`src/rtl/ahb3lite_pkg.sv`:
```
// Shared AHB3-Lite constants plus the arbiter state type and the
// priority/round-robin winner search used by every slave-port arbiter.
package ahb3lite_pkg;

   localparam logic [1:0] HTRANS_IDLE   = 2'b00;
   localparam logic [1:0] HTRANS_BUSY   = 2'b01;
   localparam logic [1:0] HTRANS_NONSEQ = 2'b10;
   localparam logic [1:0] HTRANS_SEQ    = 2'b11;

   localparam logic [2:0] HBURST_SINGLE = 3'b000;
   localparam logic [2:0] HBURST_INCR   = 3'b001;
   localparam logic [2:0] HBURST_WRAP4  = 3'b010;
   localparam logic [2:0] HBURST_INCR4  = 3'b011;
   localparam logic [2:0] HBURST_WRAP8  = 3'b100;
   localparam logic [2:0] HBURST_INCR8  = 3'b101;
   localparam logic [2:0] HBURST_WRAP16 = 3'b110;
   localparam logic [2:0] HBURST_INCR16 = 3'b111;

   localparam logic HRESP_OKAY  = 1'b0;
   localparam logic HRESP_ERROR = 1'b1;

   // Search tables are sized for the largest legal port count
   localparam int ARB_MAX_MASTERS = 16;
   localparam int ARB_IDX_BITS    = 4;

   typedef enum logic [0:0] {
      ARB_IDLE  = 1'b0,
      ARB_OWNED = 1'b1
   } arb_state_e;

   typedef struct packed {
      logic                    valid;
      logic [ARB_IDX_BITS-1:0] idx;
   } arb_sel_t;

   // Highest priority among requesters wins; ties go to the first
   // requester found searching upward from rr_ptr+1, wrapping at n-1.
   function automatic arb_sel_t arb_select(
      input logic [ARB_MAX_MASTERS-1:0]                   req,
      input logic [ARB_MAX_MASTERS-1:0][ARB_IDX_BITS-1:0] prio,
      input logic [ARB_IDX_BITS-1:0]                      rr_ptr,
      input int                                           n
   );
      arb_sel_t                r;
      logic [ARB_IDX_BITS-1:0] best;
      logic [ARB_IDX_BITS:0]   sum;
      logic [ARB_IDX_BITS-1:0] idx;
      r    = '0;
      best = '0;
      for (int i = 0; i < ARB_MAX_MASTERS; i++) begin
         if (i < n && req[4'(i)] && prio[4'(i)] > best)
            best = prio[4'(i)];
      end
      for (int k = 1; k <= ARB_MAX_MASTERS; k++) begin
         sum = {1'b0, rr_ptr} + 5'(k);
         if (sum >= 5'(n))
            sum = sum - 5'(n);
         idx = sum[ARB_IDX_BITS-1:0];
         if (k <= n && !r.valid && req[idx] && prio[idx] == best) begin
            r.valid = 1'b1;
            r.idx   = idx;
         end
      end
      return r;
   endfunction

endpackage

```
`src/rtl/ahb3lite_interconnect_arb_select.sv`:
```
// Combinational winner selector for one slave port; pads the port-sized
// request/priority vectors out to the package search function.
module ahb3lite_interconnect_arb_select
   import ahb3lite_pkg::*;
#(
   parameter int MASTERS     = 3,
   parameter int MASTER_BITS = $clog2(MASTERS)
) (
   input  logic [MASTERS-1:0]                  i_req,
   input  logic [MASTERS-1:0][MASTER_BITS-1:0] i_prio,
   input  logic [MASTER_BITS-1:0]              i_rr_ptr,
   output logic [MASTER_BITS-1:0]              o_idx,
   output logic                                o_valid
);

   logic [ARB_MAX_MASTERS-1:0]                   w_req;
   logic [ARB_MAX_MASTERS-1:0][ARB_IDX_BITS-1:0] w_prio;
   arb_sel_t                                     w_sel;

   always_comb begin
      w_req  = ARB_MAX_MASTERS'(i_req);
      w_prio = '0;
      for (int i = 0; i < MASTERS; i++)
         w_prio[i] = ARB_IDX_BITS'(i_prio[i]);
      w_sel  = arb_select(w_req, w_prio, ARB_IDX_BITS'(i_rr_ptr), MASTERS);
   end

   assign o_idx   = w_sel.idx[MASTER_BITS-1:0];
   assign o_valid = w_sel.valid && (int'(w_sel.idx) < MASTERS);

endmodule

```
`src/rtl/ahb3lite_interconnect_arbiter.sv`:
```
// Slave-port arbiter: priority + round-robin grant, owner held until it
// signals a switch point with HREADY high; tracks the data-phase owner.
module ahb3lite_interconnect_arbiter
   import ahb3lite_pkg::*;
#(
   parameter int MASTERS     = 3,
   parameter int MASTER_BITS = $clog2(MASTERS)
) (
   input  logic                                HCLK,
   input  logic                                HRESET,
   input  logic [MASTERS-1:0]                  mst_HSEL,
   input  logic [MASTERS-1:0][MASTER_BITS-1:0] mst_priority,
   input  logic [MASTERS-1:0]                  mst_can_switch,
   input  logic                                slv_HREADY,
   output logic [MASTERS-1:0]                  master_granted,
   output logic [MASTER_BITS-1:0]              granted_master,
   output logic [MASTER_BITS-1:0]              dataphase_master,
   output logic                                dataphase_valid
);

   arb_state_e             r_state, w_state_nxt;
   logic [MASTERS-1:0]     r_grant, w_grant_nxt;
   logic [MASTER_BITS-1:0] r_gidx, w_gidx_nxt;
   logic [MASTER_BITS-1:0] r_rr_ptr, w_rr_nxt;
   logic [MASTER_BITS-1:0] r_dp_master;
   logic                   r_dp_valid;
   logic [MASTER_BITS-1:0] w_sel_idx;
   logic                   w_sel_valid;
   logic                   w_rearb;

   ahb3lite_interconnect_arb_select #(
      .MASTERS     (MASTERS),
      .MASTER_BITS (MASTER_BITS)
   ) u_select (
      .i_req    (mst_HSEL),
      .i_prio   (mst_priority),
      .i_rr_ptr (r_rr_ptr),
      .o_idx    (w_sel_idx),
      .o_valid  (w_sel_valid)
   );

   always_comb begin
      w_state_nxt = r_state;
      w_grant_nxt = r_grant;
      w_gidx_nxt  = r_gidx;
      w_rr_nxt    = r_rr_ptr;
      w_rearb     = 1'b1;
      case (r_state)
         ARB_IDLE:  w_rearb = 1'b1;
         // No pre-emption: locked transfers and bursts finish on one owner
         ARB_OWNED: w_rearb = mst_can_switch[r_gidx] && slv_HREADY;
         default:   w_rearb = 1'b1;
      endcase
      if (w_rearb) begin
         if (w_sel_valid) begin
            w_state_nxt            = ARB_OWNED;
            w_gidx_nxt             = w_sel_idx;
            w_rr_nxt               = w_sel_idx;
            w_grant_nxt            = '0;
            w_grant_nxt[w_sel_idx] = 1'b1;
         end else begin
            w_state_nxt = ARB_IDLE;
            w_gidx_nxt  = '0;
            w_grant_nxt = '0;
         end
      end
   end

   always_ff @(posedge HCLK) begin
      if (HRESET) begin
         r_state     <= ARB_IDLE;
         r_grant     <= '0;
         r_gidx      <= '0;
         r_rr_ptr    <= MASTER_BITS'(MASTERS - 1);
         r_dp_master <= '0;
         r_dp_valid  <= 1'b0;
      end else begin
         r_state  <= w_state_nxt;
         r_grant  <= w_grant_nxt;
         r_gidx   <= w_gidx_nxt;
         r_rr_ptr <= w_rr_nxt;
         // Data phase follows the address phase only when the slave advances
         if (slv_HREADY) begin
            r_dp_master <= r_gidx;
            r_dp_valid  <= (r_state == ARB_OWNED);
         end
      end
   end

   assign master_granted   = r_grant;
   assign granted_master   = r_gidx;
   assign dataphase_master = r_dp_master;
   assign dataphase_valid  = r_dp_valid;

endmodule
```
`config.mk`:
```
export PLATFORM = sky130hd
export DESIGN_NAME = ahb3lite_interconnect_arbiter
export DESIGN_NICKNAME = d
export VERILOG_FILES = /design/src/rtl/ahb3lite_pkg.sv /design/src/rtl/ahb3lite_interconnect_arb_select.sv /design/src/rtl/ahb3lite_interconnect_arbiter.sv
export SDC_FILE = /design/constraint.sdc
export NUM_CORES = 1
export LEC_CHECK = 0
export BUFFER_PORTS_ARGS = -buffer_cell sky130_fd_sc_hd__buf_2
export CAP_MARGIN = 0
export CORE_MARGIN = 5
export CORE_UTILIZATION = 58
export CTS_BUF_LIST = sky130_fd_sc_hd__clkbuf_8 sky130_fd_sc_hd__clkbuf_16
export DETAILED_ROUTE_END_ITERATION = 10
export GPL_TIMING_DRIVEN = 0
export HOLD_SLACK_MARGIN = 0.12
export MAX_ROUTING_LAYER = met4
export PLACE_DENSITY = 0.83
export SLEW_MARGIN = 20
export SYNTH_ARGS = -nofsm -noshare
export SYNTH_HDL_FRONTEND = slang
export SYNTH_SLANG_ARGS = --single-unit
```
`constraint.sdc`:
```
create_clock -name HCLK -period 9.4 [get_ports HCLK]
set_input_delay 1.41 -clock HCLK [delete_from_list [all_inputs] [get_ports HCLK]]
set_output_delay 1.41 -clock HCLK [all_outputs]
set_load 0.03 [all_outputs]
```
==> results.ini <==
[run_status]
outcome=finished, final reports clean

[worst_setup_path]
critical_path_class=primary input to flop
crit_arrival_ps=4670
crit_family=simple AND/OR/NAND/NOR gates
crit_fanout=6
crit_path_start_kind=primary input
reg2reg_from=r_rr_ptr[0]
crit_chain=buf_2 -> nand2_1 -> inv_1 -> ha_1 -> a21boi_2 -> o211ai_1 -> o21a_1 -> ha_1 -> nor2b_1 -> o211a_1 -> nand2_1 -> and3b_4 -> nor4b_4 -> o21ai_1 -> a31o_1 -> nand2b_1 -> and3b_1
worstReg2RegEnd=r_rr_ptr[0]
cp.depth=17
reg2reg_slack_ps=6330
crit_start=mst_HSEL[0]
critPathCapture=r_rr_ptr[0]
crit_buf_inv=2
end_kind=flop
critPathMaxStageDelay_ps=330
critPathRequiredTime_ps=9530
reg2reg_depth=13
slowest_stage=nor4b_4

[global_route]
antenna_found_initial=0
grt_max_degree=11
grt_pass1_vias=1057
grt_remaining_overflow=0
grt_pass1_wl_um=4420
grt_usage_pct=20.3

[power_and_ir_drop]
p_total_mw=0.304
p_leak_nw=0.652
ir_worst_vdd_mv=0.154
power_density_nw_per_um2=229

[min_path]
hp-class=flop to flop

[placed_design]
post-place-cells=188
dpl.hpwl_um=2070
portBuffers=22
gp_congestion=0.801

[yosys]
avgSynthCellArea_um2=8.20
yosysWarnings=0
yosys.area_share.simple_pct=23.5
synth-compound-area-share_pct=27.7
syn_area_um2=1140
yosys.area_share.adder_pct=11.0
ys_types=39
synthMuxAreaShare_pct=12.3
synth-main-ff-cell=dfxtp_1
synth_top_family_by_area=compound AO/OA/AOI/OAI gates
synth_cells=139
synthArstFlopShare_pct=0
ys_ff_latch=11
syn_nets=164
yosysSeqAreaShare_pct=19.3
synth_edf_count=0
synth_xor_xnor_area_share_pct=0.768

[run]
maxCapViolations=0

[cts]
clock-sinks=11
clock_tree.root_cell=clkbuf_8
cts_tree=yes
holdBufCountCts=0
cts_made_buffers=3
clock_latency_ps=240
cts_setup_buffers=0
clk_path_buf_depth=2
htreeDepth=1
path_clk_slew_ps=50
cts_resized=0

[cells_and_area]
drive_gt1_share_pct=23.6
final_cells=192
n_antenna_cell=0
nNetsFinal=191
area_growth_pct=16.6

[floorplanning]
fp.dieH_um=54.3
ioPinCount=23
core_um2=1920
rows=16
dieArea_um2=2950
die_w_um=54.3
initial_core_util_pct=59.3

[route]
first_iter_violations=21
drc=0
drtAntennaViolNets=0
vias_per_cell=5.73
vias=1101
wire_per_inst_um=13.1
drtPass1Iterations=4
drt_wl_total_um=2520

[timing]
drv_slew=0
fin_crit_ps=4540
rsz0062_at_grt=no
worst_pin_slew_ps=538
period_share_pct=48.3
hold_viol=0
finalSetupViolCount=0
fmax_mhz=220
slew_headroom_pct=64.1
tns_ps=0
fin_worst_skew_ps=1.72

## worst register-to-register path, cell delays in order (launching register included)
cell and delay, ps:
dfxtp_1 490, inv_1 170, ha_1 310, buf_2 190, buf_6 170, mux2i_1 190, nor2_1 50, a31oi_1 210
a21oi_1 100, nor4b_4 310, o21ai_1 120, a31o_1 290, nand2b_1 190, and3b_1 180
## where the power goes
part | total [mW] | leakage (nW) | switching [mW] | internal (mW)
Clock | 0.0461 | 0.0269 | 0.0174 | 0.0286
Combinational | 0.192 | 0.536 | 0.111 | 0.0811
Sequential | 0.0658 | 0.0895 | 0.00919 | 0.0566
## metrics by stage
stage	worst slack [ps]	hold slack, ps	util [%]	area (um2)
2_1_floorplan	5060	457	-	1140
6_report	4860	457	69.1	1330
5_1_grt	4620	485	69.1	1330
4_1_cts	4870	455	69.1	1330
3_3_place_gp	4690	441	66.8	1280
3_5_place_dp	4630	448	66.8	1280
## kinds of logic (layout without fill, tap and decap cells)
group / Yosys count / in the layout
compound gates: 42 / 42
xor+xnor: 1 / 1
fa+ha+maj: 10 / 10
buf+inv: 14 / 40
flops: 11 / 11
mux: 14 / 14
simple gates: 47 / 47
## synthesized netlist by cell type, types with 3 or more instances
library cell / instances / share of area [%]
a21oi_1: 11 / 4.8
and3_1: 5 / 2.7
dfxtp_1: 11 / 19
ha_1: 10 / 11
inv_1: 10 / 3.3
mux2i_1: 14 / 12
nand2_1: 13 / 4.3
nand2b_1: 4 / 2.2
nand3_1: 5 / 2.2
nor2_1: 9 / 3.0
o211ai_1: 3 / 2.0
o21ai_0: 8 / 3.5
o21ai_1: 3 / 1.3
## layout make-up
type | instances | area (um2)
Clock inverter | 1 | 3.75
Sequential cell | 11 | 220
Tap cell | 27 | 33.8
Buffer | 4 | 25.0
Inverter | 10 | 37.5
Multi-Input combinational cell | 114 | 857
Clock buffer | 3 | 41.3
Timing Repair Buffer | 22 | 110
Fill cell | 159 | 593
## placed cells by master (no fill, tap or decap), types with 3 or more instances in the layout
master,Yosys,layout
buf_2,2,24
mux2i_1,14,14
nand2_1,13,13
inv_1,10,11
a21oi_1,11,11
dfxtp_1,11,11
ha_1,10,10
nor2_1,9,9
o21ai_0,8,8
and3_1,5,5
nand3_1,5,5
nand2b_1,4,4
o211ai_1,3,3
o21ai_1,3,3
clkbuf_8,0,3
## sequential cells by signal, summed over array words and instances, names as in the netlist
name,count
master_granted,3
dataphase_master,2
granted_master,2
r_rr_ptr,2
dataphase_valid,1
r_state,1
## worst min path at each step
| stage | start | to | slack (ps) | depth (start not counted) |
|---|---|---|---|---|
| floorplan | r_state | dataphase_valid | 460 | 2 |
| global placement | master_granted[1] | master_granted[1] | 440 | 2 |
| detailed placement | master_granted[1] | master_granted[1] | 450 | 2 |
| CTS | master_granted[1] | master_granted[1] | 460 | 2 |
| finish | master_granted[1] | master_granted[1] | 460 | 2 |
| global route | master_granted[1] | master_granted[1] | 480 | 2 |
## metal layers
metal / up-vias / track usage (%) / part of all wire [%]
li1: 557 / - / -
met1: 504 / 24.4 / 45
met2: 38 / 34.7 / 49
met3: 2 / 4.90 / 5.5
met4: 0 / 3.32 / 0.36
met5: - / - / 0
No activity file was read; power rests on OpenSTA's default activity.
